[config.mk]
export PLATFORM = sky130hd
export DESIGN_NAME = serial_adder_ctrl
export DESIGN_NICKNAME = d
export VERILOG_FILES = /design/src/rtl/serial_adder_ctrl_pkg.sv /design/src/rtl/full_adder.sv /design/src/rtl/serial_adder_ctrl.sv
export SDC_FILE = /design/constraint.sdc
export NUM_CORES = 1
export LEC_CHECK = 0
export CORE_MARGIN = 1.5
export CORE_UTILIZATION = 33
export DETAILED_ROUTE_END_ITERATION = 8
export GPL_TIMING_DRIVEN = 0
export SETUP_SLACK_MARGIN = 0.02
export SLEW_MARGIN = 20
export SYNTH_ARGS = -nofsm -noshare
export SYNTH_HDL_FRONTEND = slang
export SYNTH_SLANG_ARGS = --single-unit
[constraint.sdc]
create_clock -name clk -period 4.91 [get_ports clk]
set_clock_uncertainty 0.15 [all_clocks]
set_input_delay 0.491 -clock clk [delete_from_list [all_inputs] [get_ports clk]]
set_output_delay 0.491 -clock clk [all_outputs]
set_load 0.03 [all_outputs]
[src/rtl/serial_adder_ctrl_pkg.sv]
// Shared definitions for the bit-serial adder controller.
//   state_t : controller state encoding. Code 2'd3 is unused; the
//             controller treats it as illegal and returns to ST_IDLE.
package serial_adder_ctrl_pkg;

  typedef enum logic [1:0] {
    ST_IDLE = 2'd0,
    ST_RUN  = 2'd1,
    ST_DONE = 2'd2
  } state_t;

endpackage

[src/rtl/full_adder.sv]
// Single-bit full adder cell, purely combinational.
// Ports:
//   a, b, c : addend bits and carry-in
//   sum     : a ^ b ^ c
//   carry   : majority(a, b, c)
module full_adder (
  input  logic a,
  input  logic b,
  input  logic c,
  output logic sum,
  output logic carry
);

  assign sum   = a ^ b ^ c;
  assign carry = (a & b) | (c & (a ^ b));

endmodule

[src/rtl/serial_adder_ctrl.sv]
// Bit-serial adder: adds two WIDTH-bit operands plus a carry-in, one bit
// per clock, LSB first, using a single full_adder cell.
// Ports:
//   clk   : rising-edge clock
//   rst   : asynchronous active-high reset
//   start : request a new addition (ignored while busy)
//   a, b  : operands, captured when start is accepted
//   cin   : carry-in, captured when start is accepted
//   busy  : high while bits are being processed
//   done  : one-cycle pulse, sum/cout valid
//   sum   : registered result bits [WIDTH-1:0]
//   cout  : registered result bit WIDTH
// Handshake: start is a level sampled at each rising edge; it is accepted
// only in ST_IDLE or ST_DONE. A result is reported by exactly one done
// cycle; there is no backpressure.
module serial_adder_ctrl
  import serial_adder_ctrl_pkg::*;
#(
  parameter int WIDTH = 8
) (
  input  logic             clk,
  input  logic             rst,
  input  logic             start,
  input  logic [WIDTH-1:0] a,
  input  logic [WIDTH-1:0] b,
  input  logic             cin,
  output logic             busy,
  output logic             done,
  output logic [WIDTH-1:0] sum,
  output logic             cout
);

  localparam int CW = $clog2(WIDTH);
  localparam logic [CW-1:0] LAST_BIT = CW'(WIDTH - 1);

  state_t state, state_next;

  logic [WIDTH-1:0] a_sr, b_sr, s_sr, s_next;
  logic             carry;
  logic [CW-1:0]    cnt;
  logic             fa_sum, fa_carry;

  logic load, step, finish;

  full_adder u_fa (
    .a    (a_sr[0]),
    .b    (b_sr[0]),
    .c    (carry),
    .sum  (fa_sum),
    .carry(fa_carry)
  );

  // New sum bit enters at the MSB; after WIDTH steps bit 0 has reached the LSB.
  assign s_next = {fa_sum, s_sr[WIDTH-1:1]};

  always_ff @(posedge clk or posedge rst) begin
    if (rst) state <= ST_IDLE;
    else     state <= state_next;
  end

  always_comb begin
    state_next = state;
    load       = 1'b0;
    step       = 1'b0;
    finish     = 1'b0;
    case (state)
      ST_IDLE: begin
        if (start) begin
          load       = 1'b1;
          state_next = ST_RUN;
        end
      end
      ST_RUN: begin
        step = 1'b1;
        if (cnt == LAST_BIT) begin
          finish     = 1'b1;
          state_next = ST_DONE;
        end
      end
      ST_DONE: begin
        // Accepting here gives back-to-back operation with no idle gap.
        if (start) begin
          load       = 1'b1;
          state_next = ST_RUN;
        end else begin
          state_next = ST_IDLE;
        end
      end
      default: state_next = ST_IDLE;
    endcase
  end

  assign busy = (state == ST_RUN);
  assign done = (state == ST_DONE);

  always_ff @(posedge clk or posedge rst) begin
    if (rst) begin
      a_sr  <= '0;
      b_sr  <= '0;
      s_sr  <= '0;
      carry <= 1'b0;
      cnt   <= '0;
    end else if (load) begin
      a_sr  <= a;
      b_sr  <= b;
      s_sr  <= '0;
      carry <= cin;
      cnt   <= '0;
    end else if (step) begin
      a_sr  <= {1'b0, a_sr[WIDTH-1:1]};
      b_sr  <= {1'b0, b_sr[WIDTH-1:1]};
      s_sr  <= s_next;
      carry <= fa_carry;
      // Hold at the last bit index instead of wrapping past WIDTH-1.
      cnt   <= finish ? cnt : cnt + CW'(1);
    end
  end

  // Results change only on the step that completes an operation.
  always_ff @(posedge clk or posedge rst) begin
    if (rst) begin
      sum  <= '0;
      cout <= 1'b0;
    end else if (finish) begin
      sum  <= s_next;
      cout <= fa_carry;
    end
  end

endmodule
# == After elaboration in Yosys (flattened, before gate mapping) ==
# Cells that the tools add are included.
# totals
wordCells,45
output_inout_bits,11
ff_bits,39
# classes
n_addsub,1
eq_ne,6
mux,20
n_reduce_logical,5
bitwise,5
# op_table
operator,count
$mux W8,6
$mux W3,3
$mux W1,8
$pmux W2 S3,1
$mux W2,2
$ne A2 B2 Y1 const B,2
$reduce_and A2 Y1,2
$add A3 B1 Y3 const B,1
$eq A3 B3 Y1 const B,1
$and A1 B1 Y1,2
$eq A2 B1 Y1 const B,1
$eq A2 B2 Y1 const B,1
$logic_not A2 Y1,1
$ne A2 B1 Y1 const B,1
$reduce_bool A2 Y1,1
$reduce_or A2 Y1,1
$xor A1 B1 Y1,2
$or A1 B1 Y1,1

# == Logic depth before layout (Yosys ltp) ==
# Gate-level depths: netlist (run 1).
# depth
depth_word,6
depth_mapped,5
ltp_nobuf,5

# == Hierarchy ==
# From an unflattened synthesis (run 1), not the netlist that was laid out.
# unflattened
cells_unflattened,139
hier_area_um2,1750.4
# modules_own_cells
mod,cells_per_inst,seq_area_each_um2,instances,area_each_um2
serial_adder_ctrl,138,950.9,1,1730.4
full_adder,1,0.0,1,20.0

# == Worst setup path after synthesis (run 1) ==
# Ideal clock, no wire load.
# synth_timing
path_type,register to output
from,register state[0]
to,output port done
setup_slack_ps,3220
path_stages_with_launch,3
arrival_time_ps,1049
t_required_ps,4269
path_cell_list,dfrtp_1 buf_2 nor2b_1
# synth_via
elab_chain_len,1
# synth_rtl
item,line_no,source
start: declaration,serial_adder_ctrl.sv:36,"state_t state, state_next;"
start signal: assignment,serial_adder_ctrl.sv:58,else state <= state_next;
$eq A2 B2 Y1,serial_adder_ctrl.sv:94,assign done = (state == ST_DONE);
end: declaration,serial_adder_ctrl.sv:28,"output logic done,"
# No other way between the ends.

# == Worst setup path after layout (run 1) ==
# layout_timing
from,register state[1]
to,output port busy
# layout_via
elab_chain_len,1
# layout_rtl
item,line_no,source
$eq A2 B1 Y1,serial_adder_ctrl.sv:93,assign busy = (state == ST_RUN);
end: declaration,serial_adder_ctrl.sv:27,"output logic busy,"
# No other way between the ends.

==> metrics.yaml, run 1 <==
outcome:
  status: "complete, no violations"
global_routing:
  antenna_found_initial: 0
  overflow: 0
  grt_pass1_vias: 1202
  grt_usage_pct: 13.1
  grt_pass1_wl_mm: 5.33
  grt_max_degree: 39
timing:
  period_needed_ps: 2400
  tns_ps: 0
  slew_violations: 0
  max_freq_ghz: 0.417
  setup_ws_ps: 2510
  rsz0062_at_grt: "false"
  worstMarginPinSlew_ps: 784
  post-route-period-util_pct: 48.8
  slew_headroom_pct: 47.7
  setup_violations: 0
  hold_viol: 0
worst_setup_path:
  cp_cell_sequence: "buf_6 -> nand2b_4 -> clkinv_4 -> clkdlybuf4s50_1"
  crit_path_end_kind: "primary output"
  worst_ep_arrival_time_ps: 1760
  slowest_stage: "clkdlybuf4s50_1"
  crit_path_start_kind: "flip-flop"
  slowest_delay_ps: 680
  crit_type: "reg -> out"
  crit_fanout: 9
  cp.required_ps: 4270
  path_delay_family: "buffers and inverters"
  critPathBufInv: 3
floorplan:
  die-area_mm2: 0.00543
  core_area_mm2: 0.00475
  dieHeight_um: 73.7
  io_pins: 31
  row_count: 25
  start_util_pct: 34.7
  die_x_um: 73.7
logic_synthesis:
  synthDistinctLibCells: 25
  yosys_warnings: 0
  yosys.area.top_type: "dfrtp_1"
  synth-seq-area-share_pct: 57.7
  syn-mean-instance-area_um2: 12.2
  syn_nets: 158
  syn_inst: 135
  synthDominantCellAreaShare_pct: 57.7
  synth_area_leaders: "dfrtp_1 58%, mux2_4 8.2%, o22ai_1 4.9%"
  ys_ff_latch: 38
  syn_area_mm2: 0.00165
clock_tree:
  postCtsSetupRepairBufs: 0
  clock_path_buffers: 2
  cts-hold-fix-buffers: 0
  h-tree-depth: 2
  cts_resized: 0
  clock_sinks: 38
  cts.clk_slew.worst_paths_ps: 70
  clk_latency_ps: 280
  cts_tree: "built"
  clockRootBuffer: "clkbuf_8"
  cts_made_buffers: 5
pwr:
  power_leakage_uw: 0.000995
  power.density_mw_per_mm2: 619
  internal-power_uw: 838
  clkPwrFrac_pct: 16.5
  switchingPower_uw: 477
  seqPwrFrac_pct: 41.0
  irDropWorstVdd_mv: 0.196
  switching_share_pct: 36.3
  comb_power_share_pct: 42.5
cells_and_area:
  layout_common_cells: "38 x dfrtp_1, 30 x clkdlybuf4s50_1, 15 x a21oi_1, 14 x inv_1, 13 x o22ai_1"
  area_growth_pct: 28.9
  final_common_cell: "dfrtp_1"
  fin_cells: 240
  nNetsFinal: 195
  drive_above_1_share_pct: 15.0
  diodes: 0
hold_path:
  min_path_type: "reg -> reg"
placed_design:
  dp_cells: 232
  place_ws_ps: 2800
  dpl.hpwl_mm: 2.27
  gp_congestion: 0.713
  portBuffers: 30
routing:
  first_iter_violations: 24
  ant_nets: 0
  drcViolationCount: 0
  num_vias: 1130
  wire_per_inst_um: 13.1
  dr.pass1.iters: 4
  viasPerCell: 4.71
  routed_wirelength_mm: 3.13
flow_run:
  cap_viol_max_count: 0
-- synth_stat cells --
cell type and number:
ha_1 2, nor2b_1 4, a22o_1 9, nand2_1 5, buf_4 1, a21oi_1 15, buf_2 4, nand2b_1 1
o211ai_1 2, clkinv_4 1, a21o_1 1, inv_1 15, nor2_1 2, dfrtp_1 38, o21ai_1 1, a211oi_1 2
nand3_1 3, nand2_8 1, mux2_4 9, buf_6 1, fa_1 1, o22ai_1 13, or3b_1 1, nand2b_4 1
mux2i_1 2
-- power by group through the flow --
stage               sequential (uW)  clock (uW)  combinational (uW)
finish                          539         216                 559
global route                    556         241                 612
CTS                             540         227                 567
detailed placement              546           0                 564
global placement                541           0                 546
floorplan                       587           0                 348
-- cells by family after synthesis --
logic type      count (synthesis)  share of synthesized area [%]
compound gates                 43                           16.9
flops                          38                           57.7
buf+inv                        22                           6.30
simple gates                   18                           6.99
mux                            11                           9.42
fa+ha+maj                       3                           2.73
-- per-stage QoR --
stage                     power (uW)  util (%)  hold WS, ps  cell area [um^2]
after floorplan                  935         -          302              1650
after global placement          1090      42.7          325              2030
after detailed placement        1110      42.7          332              2030
after CTS                       1330      44.7          342              2120
after global routing            1410      44.7          358              2120
final                           1310      44.7          335              2120
-- per-layer routing --
metal	share of wire, %	up-vias	track usage, %	wire (um)
met5	0	-	0	0
met1	47	545	16.6	1470
met3	4.3	5	3.70	136
met4	1.5	0	5.97	48
li1	-	550	-	-
met2	47	30	20.7	1480
-- cell type report --
cell class              instances  area (um^2)
clock inverters                 1         5.00
repair buffers                 30          300
well taps                      67         83.8
plain buffers                   6         38.8
fillers                       462         2630
flip-flops and latches         38          951
clock buffers                   7         86.3
inverters                      16         65.1
multi-input cells              75          593
-- worst paths after layout --
path                       startpoint       to  slack [ps]  cells after the start
max reg2reg                    cnt[0]   cnt[0]        3190                      5
min                            cnt[0]   cnt[0]         330                      1
max in group asynchronous         rst  a_sr[6]        3570                      2
min in group asynchronous         rst   sum[5]         520                      2
max                          state[1]     busy        2510                      4
min reg2reg                    cnt[0]   cnt[0]         330                      1
-- registers in the layout, summed over array words and instances, names as in the netlist --
| name | cells |
|---|---|
| sum | 8 |
| state | 2 |
| s_sr | 7 |
| cout | 1 |
| carry | 1 |
| cnt | 3 |
| a_sr | 8 |
| b_sr | 8 |
Note: power is estimated with default switching activity, not from simulation.
==> run 2, diff against run 1 <==
==> constraint.sdc (replaced) <==
create_clock -name clk -period 2.45 [get_ports clk]
set_clock_uncertainty 0.15 [all_clocks]
set_input_delay 0.245 -clock clk [delete_from_list [all_inputs] [get_ports clk]]
set_output_delay 0.245 -clock clk [all_outputs]
set_load 0.03 [all_outputs]
==> results of run 2 <==
Same layout as run 1 (identical final DEF). Status: complete, no violations.
Among the figures that moved: setup slack after placement 2800 ps -> 585 ps; setup slack after layout 2510 ps -> 299 ps; hold slack 335 ps -> 277 ps; register-to-register setup slack 3190 ps -> 730 ps; total power 1310 uW -> 2630 uW; worst IR drop on VDD 0.196 mV -> 0.393 mV
